**config.mk**
```make
export PLATFORM = sky130hd
export DESIGN_NAME = reg_wb_queue
export DESIGN_NICKNAME = d
export VERILOG_FILES = /design/src/rtl/reg_wb_queue.sv
export SDC_FILE = /design/constraint.sdc
export NUM_CORES = 1
export LEC_CHECK = 0
export ABC_AREA = 0
export BUFFER_PORTS_ARGS = -buffer_cell sky130_fd_sc_hd__buf_2
export CAP_MARGIN = 20
export CORE_ASPECT_RATIO = 0.75
export CORE_MARGIN = 2
export CORE_UTILIZATION = 40
export CTS_CLUSTER_SIZE = 25
export DETAILED_ROUTE_END_ITERATION = 7
export PLACE_DENSITY = 0.6
export REMOVE_ABC_BUFFERS = 1
export SKIP_CTS_REPAIR_TIMING = 1
export SYNTH_ARGS = -nofsm -noshare
export SYNTH_HDL_FRONTEND = slang
export SYNTH_SLANG_ARGS = --single-unit
```
**constraint.sdc**
```tcl
create_clock -name clk -period 5.8 [get_ports clk]
set_clock_uncertainty 0.1 [all_clocks]
set_input_delay 0.29 -clock clk [delete_from_list [all_inputs] [get_ports clk]]
set_output_delay 0.29 -clock clk [all_outputs]
set_load 0.03 [all_outputs]
```
**src/rtl/reg_wb_queue.sv**
```systemverilog
// In-order write-back queue feeding the register file write port,
// with pending-write lookup and youngest-entry forwarding for two read ports.
module reg_wb_queue #(
    parameter int DEPTH = 4,
    parameter int CW    = 3
) (
    input  logic          clk,
    input  logic          rst,
    input  logic          in_valid,
    output logic          in_ready,
    input  logic [4:0]    in_rw,
    input  logic [31:0]   in_data,
    input  logic          wr_hold,
    output logic          RegWr,
    output logic [4:0]    Rw,
    output logic [31:0]   busW,
    input  logic [4:0]    Ra,
    input  logic [4:0]    Rb,
    output logic          hitA,
    output logic          hitB,
    output logic [31:0]   fwdA,
    output logic [31:0]   fwdB,
    output logic [CW-1:0] count,
    output logic          empty,
    output logic          full
);

    localparam int PW = $clog2(DEPTH);

    logic [4:0]    q_rw   [DEPTH];
    logic [31:0]   q_data [DEPTH];
    logic [PW-1:0] rd_ptr;
    logic [PW-1:0] wr_ptr;
    logic          push;
    logic          pop;

    assign empty    = (count == '0);
    assign full     = (count == CW'(DEPTH));
    assign in_ready = !full;

    // Requests to r0 are accepted and dropped.
    assign push = in_valid && in_ready && (in_rw != 5'd0);
    assign pop  = RegWr;

    assign RegWr = !empty && !wr_hold;
    assign Rw    = empty ? 5'd0 : q_rw[rd_ptr];
    assign busW  = empty ? 32'd0 : q_data[rd_ptr];

    // Walk oldest to youngest so the last match is the youngest.
    always_comb begin
        hitA = 1'b0;
        hitB = 1'b0;
        fwdA = 32'd0;
        fwdB = 32'd0;
        for (int i = 0; i < DEPTH; i++) begin
            if (CW'(i) < count) begin
                if (Ra != 5'd0 && q_rw[rd_ptr + PW'(i)] == Ra) begin
                    hitA = 1'b1;
                    fwdA = q_data[rd_ptr + PW'(i)];
                end
                if (Rb != 5'd0 && q_rw[rd_ptr + PW'(i)] == Rb) begin
                    hitB = 1'b1;
                    fwdB = q_data[rd_ptr + PW'(i)];
                end
            end
        end
    end

    always_ff @(posedge clk or posedge rst) begin
        if (rst) begin
            rd_ptr <= '0;
            wr_ptr <= '0;
            count  <= '0;
            for (int i = 0; i < DEPTH; i++) begin
                q_rw[i]   <= 5'd0;
                q_data[i] <= 32'd0;
            end
        end else begin
            if (push) begin
                q_rw[wr_ptr]   <= in_rw;
                q_data[wr_ptr] <= in_data;
                wr_ptr         <= wr_ptr + 1'b1;
            end
            if (pop) begin
                rd_ptr <= rd_ptr + 1'b1;
            end
            case ({push, pop})
                2'b10:   count <= count + 1'b1;
                2'b01:   count <= count - 1'b1;
                default: count <= count;
            endcase
        end
    end

endmodule
```
==> qor.txt, run 1 <==
number of failing hold endpoints at the final stage - 0
type of origin of the critical path - register
Max Clk Rate - 210 MHz
area of the die - 0.0320 mm²
post-route standard cell area excluding fillers - 0.0139 mm²
main combinational cell family by area after synthesis - multiplexers
sum of net half-perimeters after detailed placement - 23.7 mm
type of the worst setup path - reg -> out
Num CTS Buffers - 17
class of the tightest hold or removal check - in -> reg
CTS Buffer Depth - 2
placed standard-cell area - 0.0132 mm²
CTS tree - done
commonest non-fill, non-tap cells in the layout - 180 x sky130_fd_sc_hd__mux2_2, 160 x sky130_fd_sc_hd__buf_2, 153 x sky130_fd_sc_hd__dfrtp_1, 117 x sky130_fd_sc_hd__a21oi_1, 97 x sky130_fd_sc_hd__mux2i_1
crit end category - output port
register bit total from synthesis - 155
# port buffers - 160
Detailed Route WL - 35.9 mm
required time at the worst-slack endpoint - 5.41 ns
max-cap violations - 0
average wire length per cell after detail routing - 20.7 µm
multiplexer share of the synthesized area - 28.9%
overflow left after global routing - 0
count of different cell masters after synthesis - 54
cell at the root of the clock tree - sky130_fd_sc_hd__clkbuf_16
slew at the pin closest to its max-slew limit - 0.909 ns
effective utilization at floorplan - 40.6%
RSZ-0062 raised after global routing - no
number of antenna violations at the first check in global routing - 1
dominant register cell in the synthesized netlist - sky130_fd_sc_hd__dfrtp_1
outcome - finished, final reports clean
yosys warns - 0
average size of a mapped cell - 9.87 µm²
Vias - 10200
post-layout minimum cycle time - 4.77 ns
Die Span Y - 155 µm
number of iterations in the first detailed-routing pass - 5
Total Nets Final - 1382
WP data arrival - 4.38 ns
sequential area share after synthesis - 31.7%
Cell Area, Synth - 0.0122 mm²
layout overhead on the synthesized area - 13.6%
complex-gate fraction of the synthesized area - 17.6%
count of antenna-violating nets left after detailed routing - 0
crit share post-route - 82.2%
clock sinks - 155
Core Footprint - 0.0301 mm²
post-detailed-route DRC marker count - 0
share of flip-flops with an asynchronous set or reset after synthesis - 100%
number of global-route vias before repair - 9533
number of enable flip-flop cells after synthesis - 0
maximum number of pins on one net before global-route repair - 92
via density per instance - 5.87
H-tree lvl count - 4
clock latency on the worst-skew pair - 0.43 ns
Global Route Usage Sum - 22.6%
final weighted congestion in routability-driven placement - 0.802
cell row count - 55
Post-Synthesis Cells - 1240
commonest non-fill, non-tap cell in the layout - sky130_fd_sc_hd__mux2_2
pins over their slew limit - 0
CTS clock-pin slew for the worst setup and hold paths - 0.07 ns
number of ports placed on the die boundary - 161
wire length of the first global-routing pass - 56.3 mm
Simple-Gate Fraction of Synth Area - 12.8%
CP Max Fanout - 71
die width - 206 µm
post-synthesis xor/xnor area fraction - 3.28%
adder and majority cell fraction of the synthesized area - 0.920%
setup-violating endpoint count in the final report - 0
relative slew slack - 39.4%
share of layout cells above drive strength 1 - 34.1%
1st-iter DRT viols - 885
==> logic make-up after synthesis <==
kind of cell / Yosys count
flops: 155
fa+ha+maj: 9
simple gates: 292
mux: 301
buf+inv: 128
compound gates: 310
xor+xnor: 45
==> registers in the layout, indices dropped and copies added, names as in the netlist <==
name and cells:
q_data 128, rd_ptr 2, q_rw 20, count 3, wr_ptr 2
==> stage by stage <==
step	hold slack (ns)	util, %	instances	setup WS (ns)	setup TNS, ns
2_1_floorplan	0.341	-	1120	-3.43	-196.52
3_3_place_gp	0.402	43.8	1699	1.61	0
3_5_place_dp	0.407	43.8	1699	1.55	0
4_1_cts	-0.0517	45.9	1731	1.06	0
5_1_grt	0.0222	46.1	1735	0.708	0
6_report	0.0273	46.1	1736	1.03	0
==> layer usage <==
metal	part of all wire [%]	vias up	GRT usage, %
met5	0	-	0
met1	49	5037	34.1
li1	-	4801	-
met2	44	327	34.0
met3	5.9	32	3.79
met4	1.1	0	4.66
==> worst max-delay path, cell delays in order, from the launching register on <==
cell,delay (ns)
sky130_fd_sc_hd__dfrtp_4,1.00
sky130_fd_sc_hd__mux4_2,0.66
sky130_fd_sc_hd__xnor2_1,0.24
sky130_fd_sc_hd__nand3_2,0.41
sky130_fd_sc_hd__buf_4,0.37
sky130_fd_sc_hd__nor2_1,0.31
sky130_fd_sc_hd__a31oi_1,0.14
sky130_fd_sc_hd__a221oi_1,0.51
sky130_fd_sc_hd__buf_2,0.29
==> synthesized netlist by cell type (15+ instances only) <==
cell type / number / area, µm²
sky130_fd_sc_hd__mux2i_1: 97 / 971
sky130_fd_sc_hd__dfrtp_1: 155 / 3880
sky130_fd_sc_hd__a211oi_1: 70 / 526
sky130_fd_sc_hd__xnor2_1: 41 / 359
sky130_fd_sc_hd__a221o_1: 28 / 280
sky130_fd_sc_hd__a21oi_1: 117 / 586
sky130_fd_sc_hd__clkbuf_1: 71 / 267
sky130_fd_sc_hd__buf_2: 26 / 130
sky130_fd_sc_hd__a211oi_2: 15 / 188
sky130_fd_sc_hd__a22o_1: 28 / 245
sky130_fd_sc_hd__nand2_1: 46 / 173
sky130_fd_sc_hd__mux2_2: 180 / 2030
sky130_fd_sc_hd__and3_1: 28 / 175
sky130_fd_sc_hd__mux4_2: 24 / 541
sky130_fd_sc_hd__o21ai_0: 33 / 165
sky130_fd_sc_hd__nor3b_1: 29 / 218
sky130_fd_sc_hd__nor2b_1: 70 / 438
sky130_fd_sc_hd__nor2_1: 78 / 293
==> worst paths after layout <==
path	from	endpoint	slack [ns]	cells after the start
worst min-delay path	in_data[21]	q_data[85]	0.03	2
worst max-delay path	rd_ptr[0]	fwdA[9]	1.03	8
worst min register to register	q_data[124]	q_data[124]	0.42	1
max in group asynchronous	rst	q_data[23]	3.74	4
min in group asynchronous	rst	q_rw[0]	0.48	3
worst max register to register	rd_ptr[0]	rd_ptr[0]	3.06	3
==> final cells by class <==
class / instances / area, µm²
sequential: 155 / 3890
timing repair buffer: 183 / 1020
inverter: 8 / 37.5
fill: 2881 / 16200
clock inverter: 12 / 195
antenna: 2 / 5.00
tap: 399 / 499
clock buffer: 20 / 447
multi-input combinational: 957 / 7820
Power of run 1 is left out: the tool's default activity adds up to more than one toggle a clock period on the data nets, which glitch-free logic cannot reach.
==> run 2: changes to the inputs <==
- clock period: 5.8 -> 4.7 ns (I/O delays scaled with it)
==> qor.txt, run 2 (synthesis results as in run 1) <==
Finished Layout Cells - 1756
final-layout worst hold slack - -0.0151 ns
via density per instance - 5.83
crit end category - output port
Num CTS Buffers - 17
dominant delay contributor by cell family on the critical path - simple AND/OR/NAND/NOR gates
Crit path buffers/inverters - 2
slowest stage cell on the critical path - sky130_fd_sc_hd__dfrtp_4
number of global-route vias before repair - 9703
slew at the pin closest to its max-slew limit - 0.974 ns
Total Nets Final - 1403
core utilization of the finished layout - 46.5%
pins over their slew limit - 0
Vias - 10200
1st-iter DRT viols - 727
WP data arrival - 3.89 ns
RSZ-0062 raised after global routing - no
effective utilization at floorplan - 40.6%
max-cap violations - 0
Core Footprint - 0.0301 mm²
number of antenna violations at the first check in global routing - 0
outcome - complete, but fails checks
die width - 206 µm
violations in the final reports - hold timing
post-layout minimum cycle time - 4.22 ns
number of ports placed on the die boundary - 161
Detailed Route WL - 36.6 mm
cell at the root of the clock tree - sky130_fd_sc_hd__clkbuf_16
CTS tree - done
class of the tightest hold or removal check - in -> reg
Placed Cells - 1703
H-tree lvl count - 4
setup-violating endpoint count in the final report - 0
chain of cells forming the critical path - mux4_2 > xnor2_1 > nand4_1 > or2_2 > buf_12 > mux2i_1 > a211oi_1 > buf_2
type of origin of the critical path - register
crit share post-route - 89.9%
number of iterations in the first detailed-routing pass - 5
number of fillers in the final layout - 2863
relative slew slack - 35.1%
post-detailed-route DRC marker count - 0
overflow left after global routing - 0
layout overhead on the synthesized area - 14.6%
maximum number of pins on one net before global-route repair - 176
average wire length per cell after detail routing - 20.9 µm
commonest non-fill, non-tap cells in the layout - 180 x sky130_fd_sc_hd__mux2_2, 160 x sky130_fd_sc_hd__buf_2, 153 x sky130_fd_sc_hd__dfrtp_1, 117 x sky130_fd_sc_hd__a21oi_1, 97 x sky130_fd_sc_hd__mux2i_1
required time at the worst-slack endpoint - 4.37 ns
clock latency on the worst-skew pair - 0.44 ns
wire length of the first global-routing pass - 56.4 mm
number of failing hold endpoints at the final stage - 18
CP Max Fanout - 22
CTS clock-pin slew for the worst setup and hold paths - 0.06 ns
share of layout cells above drive strength 1 - 33.8%
count of antenna-violating nets left after detailed routing - 0
Worst path max stage delay - 0.65 ns
Die Span Y - 155 µm
Max Clk Rate - 237 MHz
registers with the most flip-flops - q_data: 128 flops, q_rw: 20 flops, count: 3 flops
cell row count - 55
Most flops, register - q_data
CTS Buffer Depth - 2
clock sinks - 155
Global Route Usage Sum - 22.8%
type of the worst setup path - reg -> out
Largest register FFs - 128
commonest non-fill, non-tap cell in the layout - sky130_fd_sc_hd__mux2_2
# port buffers - 160
sum of net half-perimeters after detailed placement - 24.1 mm
area of the die - 0.0320 mm²
final weighted congestion in routability-driven placement - 0.871
-- run 2: cell types whose count changed in the layout (fill, tap and decap cells not counted), sizes merged --
| cell | change |
|---|---|
| clkinvlp | +2 |
| bufinv | -5 |
| buf | +2 |
| dlygate4sd3 | +19 |
| clkbuf | -2 |
| diode | -1 |
| inv | +5 |
-- run 2: layer usage --
layer	share of wire (%)	global-route usage (%)
met1	48	33.7
met2	44	35.1
met3	6.3	3.69
met4	1.0	4.76
met5	0	0
-- run 2: worst paths after layout --
kind / depth (start not counted) / startpoint / slack (ns) / to
hold reg to reg: 1 / q_data[9] / 0.42 / q_data[9]
min in group asynchronous: 3 / rst / 0.33 / q_rw[0]
hold / removal: 2 / in_data[6] / -0.02 / q_data[102]
setup / recovery: 8 / rd_ptr[0] / 0.48 / fwdA[22]
setup reg to reg: 8 / count[0] / 2.16 / count[2]
max in group asynchronous: 4 / rst / 3.06 / q_data[119]
-- run 2: final cells by class --
cell class                      count  area, µm²  share of cell area (%)
Clock inverter                     14        114                   0.812
Sequential cell                   155       3890                    27.7
Multi-Input combinational cell    957       7820                    55.8
Clock buffer                       18        429                    3.06
Inverter                            8       37.5                   0.268
Antenna cell                        1       2.50                  0.0178
Tap cell                          399        499                    3.56
Timing Repair Buffer              204       1230                    8.78
-- run 2: through the flow --
stage	hold WS (ns)	TNS [ns]	area [µm²]	setup WS [ns]
2_1_floorplan	0.286	-305.08	11700	-4.48
3_3_place_gp	0.256	0	13300	0.992
3_5_place_dp	0.265	0	13300	0.952
4_1_cts	-0.200	0	13800	0.484
5_1_grt	0.0000897	0	14000	0.367
6_report	-0.0151	0	14000	0.476
-- run 2: worst register-to-register path, cell delays in order, from the launching register on --
cell and delay, ns:
sky130_fd_sc_hd__dfrtp_1 0.48, sky130_fd_sc_hd__inv_1 0.13, sky130_fd_sc_hd__ha_1 0.19, sky130_fd_sc_hd__nor2b_4 0.56
sky130_fd_sc_hd__nor2_1 0.26, sky130_fd_sc_hd__ha_1 0.32, sky130_fd_sc_hd__mux2i_1 0.16, sky130_fd_sc_hd__nor2_1 0.07
sky130_fd_sc_hd__xor2_1 0.14
Power of run 2 is left out for the same reason.
==> run 3: changes to the inputs <==
- CELL_PAD_IN_SITES_DETAIL_PLACEMENT: not set -> 1
- CELL_PAD_IN_SITES_GLOBAL_PLACEMENT: not set -> 2
- CORE_UTILIZATION: 40 -> 38
- PLACE_DENSITY: 0.6 -> 0.83
==> qor.txt, run 3 (synthesis results as in run 1) <==
outcome - complete, but fails checks
violations in the final reports - hold timing
area of the die - 0.0337 mm²
number of antenna violations at the first check in global routing - 0
# port buffers - 160
worst r2r src - count[0]
commonest non-fill, non-tap cells in the layout - 180 x sky130_fd_sc_hd__mux2_2, 160 x sky130_fd_sc_hd__buf_2, 153 x sky130_fd_sc_hd__dfrtp_1, 117 x sky130_fd_sc_hd__a21oi_1, 97 x sky130_fd_sc_hd__mux2i_1
CTS tree - done
relative slew slack - 32.7%
CTS Buffer Depth - 2
number of failing hold endpoints at the final stage - 4
RR Endpoint - q_data[73]
effective utilization at floorplan - 38.9%
Total Nets Final - 1406
max-cap violations - 0
average wire length per cell after detail routing - 23.3 µm
maximum number of pins on one net before global-route repair - 175
commonest non-fill, non-tap cell in the layout - sky130_fd_sc_hd__mux2_2
worst hold path endpoint - q_data[22]
cell row count - 56
CP Max Fanout - 25
RSZ-0062 raised after global routing - no
number of ports placed on the die boundary - 161
clock latency on the worst-skew pair - 0.43 ns
setup-violating endpoint count in the final report - 0
final weighted congestion in routability-driven placement - 0.854
Most flops, register - q_data
wire length of the first global-routing pass - 63.7 mm
Num CTS Buffers - 17
Placed Cells - 1710
1st-iter DRT viols - 599
registers with the most flip-flops - q_data: 128 flops, q_rw: 20 flops, count: 3 flops
clock sinks - 155
H-tree lvl count - 4
post-layout minimum cycle time - 4.33 ns
count of antenna-violating nets left after detailed routing - 0
type of origin of the critical path - register
Die Span Y - 159 µm
instance count along the most critical hold path - 2
worst-case reg-to-reg path depth - 7
via density per instance - 5.94
R2R Setup Slk - 1.92 ns
crit end category - output port
Global Route Usage Sum - 24.3%
Largest register FFs - 128
number of global-route vias before repair - 10700
final-layout worst hold slack - -0.00324 ns
Core Footprint - 0.0315 mm²
CTS clock-pin slew for the worst setup and hold paths - 0.07 ns
crit share post-route - 92.2%
post-detailed-route DRC marker count - 0
Finished Layout Cells - 1765
Vias - 10500
share of layout cells above drive strength 1 - 33.7%
pins over their slew limit - 0
overflow left after global routing - 0
Detailed Route WL - 41.1 mm
number of iterations in the first detailed-routing pass - 4
class of the tightest hold or removal check - in -> reg
Max Clk Rate - 231 MHz
die width - 211 µm
hold wc startpoint - in_data[22]
WP data arrival - 4.00 ns
sum of net half-perimeters after detailed placement - 27.1 mm
required time at the worst-slack endpoint - 4.37 ns
type of the worst setup path - reg -> out
cell at the root of the clock tree - sky130_fd_sc_hd__clkbuf_16
slew at the pin closest to its max-slew limit - 1.01 ns
antenna diode instance count - 0
layout overhead on the synthesized area - 15.2%
## run 3: changes by cell type in the layout (fill, tap and decap cells not counted), sizes merged
cell and delta:
clkinvlp -1, bufinv +3, diode -1, dlygate4sd3 +3
inv +1, clkinv -3
## run 3: area by class of cell
| class | count | area, µm² |
|---|---|---|
| clock buffers | 18 | 429 |
| clock inverters | 14 | 183 |
| inverters | 8 | 37.5 |
| well taps | 406 | 508 |
| repair buffers | 207 | 1240 |
| fillers | 3577 | 17400 |
| flip-flops and latches | 155 | 3890 |
| multi-input cells | 957 | 7820 |
## run 3: worst max-delay path by stage
| stage | start | end | slack, ns | depth (start not counted) |
|---|---|---|---|---|
| final | rd_ptr[0] | fwdA[9] | 0.37 | 7 |
| after global routing | rd_ptr[0] | fwdA[25] | 0.14 | 8 |
| after CTS | rd_ptr[0] | fwdA[9] | 0.38 | 7 |
| after detailed placement | rd_ptr[0] | fwdA[9] | 0.87 | 7 |
| after global placement | rd_ptr[0] | fwdA[9] | 0.94 | 7 |
| after floorplan | rd_ptr[1] | fwdB[31] | -4.48 | 6 |
## run 3: critical path, cell delays in order (launching register included)
cell and delay [ns]:
sky130_fd_sc_hd__dfrtp_4 0.66, sky130_fd_sc_hd__mux4_2 0.60, sky130_fd_sc_hd__xnor2_1 0.15, sky130_fd_sc_hd__o211ai_1 0.27, sky130_fd_sc_hd__or2_2 0.89, sky130_fd_sc_hd__a31oi_1 0.20
sky130_fd_sc_hd__a221oi_1 0.50, sky130_fd_sc_hd__buf_2 0.29
## run 3: metrics by stage
| step | util [%] | setup WS [ns] | instance area (µm²) | TNS [ns] |
|---|---|---|---|---|
| floorplan | - | -4.48 | 11700 | -305.08 |
| global placement | 42.2 | 0.941 | 13300 | 0 |
| detailed placement | 42.2 | 0.867 | 13300 | 0 |
| CTS | 44.1 | 0.382 | 13900 | 0 |
| global route | 44.8 | 0.139 | 14100 | 0 |
| finish | 44.8 | 0.368 | 14100 | 0 |
## run 3: routing by layer
layer  GRT usage [%]  vias up  part of all wire, %
met5               0        -                    0
met4            6.11        0                  1.6
met3            4.87       37                  4.7
met2            39.0      282                   47
met1            33.4     5323                   47
li1                -     4835                    -
Power of run 3 is left out for the same reason.
